$ cat src/rtl/alu_arbiter.sv
// Round-robin arbiter that shares one combinational ALU between two requesters. The result is valid 2 cycles after accept.
// A pending response holds rsp_* stable and blocks new grants until rsp_ready is seen.
module alu_arbiter #(
   parameter int WIDTH = 32
) (
   input  logic             clk,
   input  logic             rst,
   input  logic             req0_valid,
   output logic             req0_ready,
   input  logic [2:0]       req0_op,
   input  logic [WIDTH-1:0] req0_a,
   input  logic [WIDTH-1:0] req0_b,
   input  logic             req1_valid,
   output logic             req1_ready,
   input  logic [2:0]       req1_op,
   input  logic [WIDTH-1:0] req1_a,
   input  logic [WIDTH-1:0] req1_b,
   output logic [2:0]       alu_op,
   output logic [WIDTH-1:0] alu_a,
   output logic [WIDTH-1:0] alu_b,
   input  logic [WIDTH-1:0] alu_r,
   output logic             rsp_valid,
   input  logic             rsp_ready,
   output logic             rsp_id,
   output logic [WIDTH-1:0] rsp_data,
   output logic             rsp_err
);

   typedef enum logic [1:0] {
      IDLE = 2'd0,
      EXEC = 2'd1,
      RESP = 2'd2
   } state_t;

   state_t           r_state;
   state_t           w_next;
   logic             r_rr;
   logic [2:0]       r_op;
   logic [WIDTH-1:0] r_a;
   logic [WIDTH-1:0] r_b;
   logic             r_id;
   logic [WIDTH-1:0] r_rsp_data;
   logic             r_rsp_id;
   logic             r_rsp_err;
   logic             w_grant0;
   logic             w_grant1;
   logic             w_grant;

   // With both valid the pointer picks; a lone valid always wins.
   assign w_grant0 = (r_state == IDLE) && !rst && req0_valid && (!req1_valid || !r_rr);
   assign w_grant1 = (r_state == IDLE) && !rst && req1_valid && (!req0_valid ||  r_rr);
   assign w_grant  = w_grant0 || w_grant1;

   always_ff @(posedge clk) begin
      if (rst) begin
         r_state <= IDLE;
      end else begin
         r_state <= w_next;
      end
   end

   always_comb begin
      w_next = r_state;
      case (r_state)
         IDLE:    if (w_grant) w_next = EXEC;
         EXEC:    w_next = RESP;
         RESP:    if (rsp_ready) w_next = IDLE;
         default: w_next = IDLE;
      endcase
   end

   always_comb begin
      req0_ready = w_grant0;
      req1_ready = w_grant1;
      rsp_valid  = (r_state == RESP);
   end

   always_ff @(posedge clk) begin
      if (rst) begin
         r_rr       <= 1'b0;
         r_op       <= 3'd0;
         r_a        <= '0;
         r_b        <= '0;
         r_id       <= 1'b0;
         r_rsp_data <= '0;
         r_rsp_id   <= 1'b0;
         r_rsp_err  <= 1'b0;
      end else begin
         if (w_grant) begin
            r_op <= w_grant1 ? req1_op : req0_op;
            r_a  <= w_grant1 ? req1_a  : req0_a;
            r_b  <= w_grant1 ? req1_b  : req0_b;
            r_id <= w_grant1;
            r_rr <= !w_grant1;
         end
         if (r_state == EXEC) begin
            // Opcode 111 has no ALU meaning, so whatever alu_r shows is discarded.
            r_rsp_data <= (r_op == 3'b111) ? '0 : alu_r;
            r_rsp_err  <= (r_op == 3'b111);
            r_rsp_id   <= r_id;
         end
      end
   end

   assign alu_op   = r_op;
   assign alu_a    = r_a;
   assign alu_b    = r_b;
   assign rsp_id   = r_rsp_id;
   assign rsp_data = r_rsp_data;
   assign rsp_err  = r_rsp_err;

endmodule

$ cat config.mk
export PLATFORM = sky130hd
export DESIGN_NAME = alu_arbiter
export DESIGN_NICKNAME = d
export VERILOG_FILES = /design/src/rtl/alu_arbiter.sv
export SDC_FILE = /design/constraint.sdc
export NUM_CORES = 1
export LEC_CHECK = 0
export BUFFER_PORTS_ARGS = -buffer_cell sky130_fd_sc_hd__buf_2
export CAP_MARGIN = 20
export CORE_ASPECT_RATIO = 0.5
export CORE_UTILIZATION = 45
export CTS_CLUSTER_DIAMETER = 30
export CTS_CLUSTER_SIZE = 14
export DETAILED_ROUTE_END_ITERATION = 8
export GPL_TIMING_DRIVEN = 0
export PLACE_DENSITY = 0.85
export SLEW_MARGIN = 5
export SYNTH_ARGS = -nofsm -noshare
export SYNTH_HDL_FRONTEND = slang
export SYNTH_SLANG_ARGS = --single-unit
$ cat constraint.sdc
create_clock -name clk -period 3.8 [get_ports clk]
set_input_delay 0.76 -clock clk [delete_from_list [all_inputs] [get_ports clk]]
set_output_delay 0.76 -clock clk [all_outputs]
set_load 0.05 [all_outputs]
### After elaboration in Yosys (flattened, before gate mapping)

Index checks and enable logic that the tools add are counted.

* flip-flop bits (word level): 105
* output and inout bits: 104
* input port bits: 171

* reductions and logical operators: 15
* equality and inequality tests: 5
* mux-type cells: 7

Operators by type and width (count)
* two-way mux 32 bit: 3
* one-hot mux 2 bit (3 select lines): 1
* logical AND 1 bit: 5
* zero test 1 bit: 5
* two-way mux 2 bit: 2
* equality test 3 bit (second input constant): 1
* logical OR 1 bit: 3
* two-way mux 3 bit: 1
* equality test 2 x 1 -> 1 bit (second input constant): 1
* equality test 2 bit (second input constant): 1
* zero test 2 bit: 1
* != test 2 x 1 -> 1 bit (second input constant): 1
* != test 2 bit (second input constant): 1
* AND reduction 2 bit: 1

### Logic depth before layout (Yosys ltp)

* word-level depth: 7
* mapped depth: 8
* gate-level depth less buffers: 4

### Worst setup path after synthesis

Ideal clock, no wire load.

* kind: input port to output port
* start point: in rst
* end point: out req0_ready
* required time: 3.040 ns
* cell stages on the path: 4
* path buffers: 2
* slack: 0.918 ns
* arrival time: 2.122 ns
* cell sequence: or3_1 buf_2 clkbuf_1 nor2_1

* longest elaborated chain between the ends: 4

Ends and longest elaborated chain
* start: declaration: RTL line 7 `input logic rst,`
* zero test 1 bit: RTL line 50 `assign w_grant0 = (r_state == IDLE) && !rst && req0_valid && (!req1_valid || !r_rr);`
* logical AND 1 bit (3 in series): RTL line 50
* end: declaration: RTL line 9 `output logic req0_ready,`

No other way between the ends.

### Final worst setup path

* start point: in rst
* end point: out req1_ready

* longest elaborated chain between the ends: 4

Ends and longest elaborated chain
* zero test 1 bit: RTL line 51 `assign w_grant1 = (r_state == IDLE) && !rst && req1_valid && (!req0_valid || r_rr);`
* logical AND 1 bit (3 in series): RTL line 51
* end: declaration: RTL line 14 `output logic req1_ready,`

No other way between the ends.

==> results.md <==
- Status: finished with violations
- Violations in the final reports: design-rule violations
- Fin Hold WS: 450 ps
- Postcts setup bufs: 0
- CTS Buf Count: 9
- Wire per inst: 15.5 um
- R2R setup slack: 1390 ps
- Starting Density: 0.471
- Final WL: approximately 13 mm
- Largest net degree at the start of global routing: 18
- Endpoint, Worst Hold: rsp_data[5]
- Clock Latency Late Sink: 340 ps
- Die X: 138 um
- Hold WC Path Type: flop to flop
- Clk_skew: approximately 9.5 ps
- Root Driver: clkbuf_16
- Detail Route Antenna Nets: 0
- Post-cts hold buffer count: 0
- Max Cap Viol: 0
- Vias per inst: approximately 5.4
- Yosys cell types: 28
- Grt ovf: 0
- Vias: ~4,600
- Hold Fails Final Rpt: 0
- Final instance area: 5980 sq um
- RSZ-0062 raised after global routing: false
- Die ar.: a little under 10,000 sq um
- HPWL Detailed: roughly 9.9 mm
- Ant diodes: 0
- WS Path Type: primary input to primary output
- Global-route wire length before repair: around 21 mm
- CTS max path bufs: 2
- Synth Area per Inst: about 9.6 sq um
- Sequential share of the synthesized area: 0.503
- Cell count of the worst hold path: 2
- Most used DFF post-synth: dfxtp_1
- CTS-repair resized insts: 0
- Worst-path clk slew: ~70 ps
- Setup ws final: approximately 670 ps
- Flops & latches, synth: roughly 110
- Most frequent cell after synthesis: dfxtp_1
- Fin Setup TNS: 0 ps
- Final setup fails: 0
- Synth area leaders: dfxtp_1, a221o_1, and3_1
- Most frequent cells after synthesis: dfxtp_1, a221o_1, and3_1, nand3_1, clkbuf_1
- Beginning of the worst hold path: rsp_data[5]
- Async SR Flop Fraction: 0
- Post-synth top area cell: dfxtp_1
- CP Max Fanout: 10
- Minimum clock period: about 3100 ps
- Crit path DAT: approximately 2400 ps
- PwrDens: about 500 nW/um^2
- Yosys warns: 0
- Standard-cell rows: 24
- CTS sink cnt: around 110
- Core area: about 8900 sq um
- Pre-CTS setup slack: 686 ps
- Fin nets: approximately 890
- GRT Util Overall: 0.267
- H-Tree Depth: 3
- Share of Yosys cell area claimed by the top area cell type: 0.503
- R2R cell count: 6
- Worst setup SP type: primary input
- Leakage: a little over 0.003 uW
- Cell count after synthesis: 436
- Num ports: 275
- CP required: around 3000 ps
- Vias in the first global route: about 4,200
- Setup crit end kind: primary output
- Critical R2R Launch: r_state[1]
- Post-Syn Area: 4180 sq um
- Fmax: between 300 and 400 MHz
- DRC Markers: 24
- Post-Syn Nets: between 600 and 700
- Violation count after the first detailed-route iteration: 249
- Worst-margin pin slew: ~840 ps
- Maximum vdd drop: approximately 280 uV
- GP Congestion: 0.928
- Area Overhead vs Synth: 43.1%
- Fin. max-slew vios: 0
- EDFF count, synth: 0
- Detailed Routing Iterations Pass 1: 7
- Rel. slew slack: 0.441
- Final cycle utilization of the critical path: 0.823
- Port bufs: between 200 and 300
- Initial antenna violation count: 0
- CTS tree: yes
- DIE HEIGHT: ~70 um
- RR Endpoint: alu_a[17]
- Share of layout cells above drive strength 1: 0.419
- Post-DP Area: ~5700 sq um
==> layout make-up <==
class,instances,area (sq um)
Clock buffer,10,239
Fill cell,757,2880
Multi-Input combinational cell,279,1780
Clock inverter,6,43.8
Inverter,3,16.3
Sequential cell,105,2100
Timing Repair Buffer,274,1370
Buffer,49,280
Tap cell,117,146
==> cell usage in the layout (no fill, tap or decap), types with 2 or more instances in the layout <==
| master | instances |
|---|---|
| buf_2 | 277 |
| dfxtp_1 | 105 |
| and3_1 | 55 |
| a221o_1 | 55 |
| nand3_1 | 45 |
| clkbuf_1 | 38 |
| a21oi_1 | 35 |
| nand2_1 | 35 |
| o21ai_0 | 13 |
| o41ai_1 | 12 |
| a31oi_1 | 12 |
| clkbuf_16 | 9 |
| buf_12 | 5 |
| clkinvlp_4 | 4 |
| nor2b_1 | 3 |
| nor2_1 | 3 |
| inv_1 | 2 |
| or3_1 | 2 |
| nand2b_1 | 2 |
==> per-stage QoR <==
step	instances	utilization	power [uW]
6_report	843	0.675	2980
5_1_grt	843	0.675	3110
3_3_place_gp	827	0.643	2120
4_1_cts	843	0.675	3000
2_1_floorplan	436	-	1870
3_5_place_dp	827	0.643	2130
==> how the worst max path moves through the flow <==
stage	start	slack (ps)	cells past startpoint	to
3_3_place_gp	rst	700	8	req1_ready
5_1_grt	rst	620	8	req1_ready
3_5_place_dp	rst	690	8	req1_ready
6_report	rst	670	8	req1_ready
2_1_floorplan	rst	920	4	req0_ready
4_1_cts	rst	680	8	req1_ready
==> sequential cells by signal (all words and copies together), names as in the netlist <==
name,cells
r_state,2
r_rr,1
rsp_err,1
alu_a,32
rsp_id,1
alu_op,3
r_id,1
alu_b,32
rsp_data,32
==> routing by layer <==
| layer | GRT usage | part of all wire | vias up |
|---|---|---|---|
| met2 | 0.462 | 0.50 | 190 |
| met1 | 0.328 | 0.42 | 2148 |
| li1 | - | - | 2226 |
| met5 | 0 | 0 | - |
| met4 | 0.107 | 0.020 | 0 |
| met3 | 0.0556 | 0.063 | 27 |
==> report_power, final <==
| part | leakage, uW | switching, uW | total (uW) | internal [uW] |
|---|---|---|---|---|
| sequential | 0.000863 | 58.6 | 1260 | 1210 |
| clock | 0.000127 | 412 | 875 | 462 |
| combinational | 0.00204 | 591 | 845 | 254 |
==> critical path, stage by stage <==
cell and delay [ps]:
buf_2 110, or3_1 300, buf_2 180, or3_1 370, buf_6 150, inv_6 50, buf_4 170, buf_2 280
==> cell families (layout without fill, tap and decap cells) <==
kind of cell | after synthesis | count (layout) | share of synthesized area
simple gates | 148 | 148 | 0.185
buf+inv | 52 | 342 | 0.0710
compound gates | 131 | 131 | 0.241
flops | 105 | 105 | 0.503
Power figures use the tool's default switching activity.
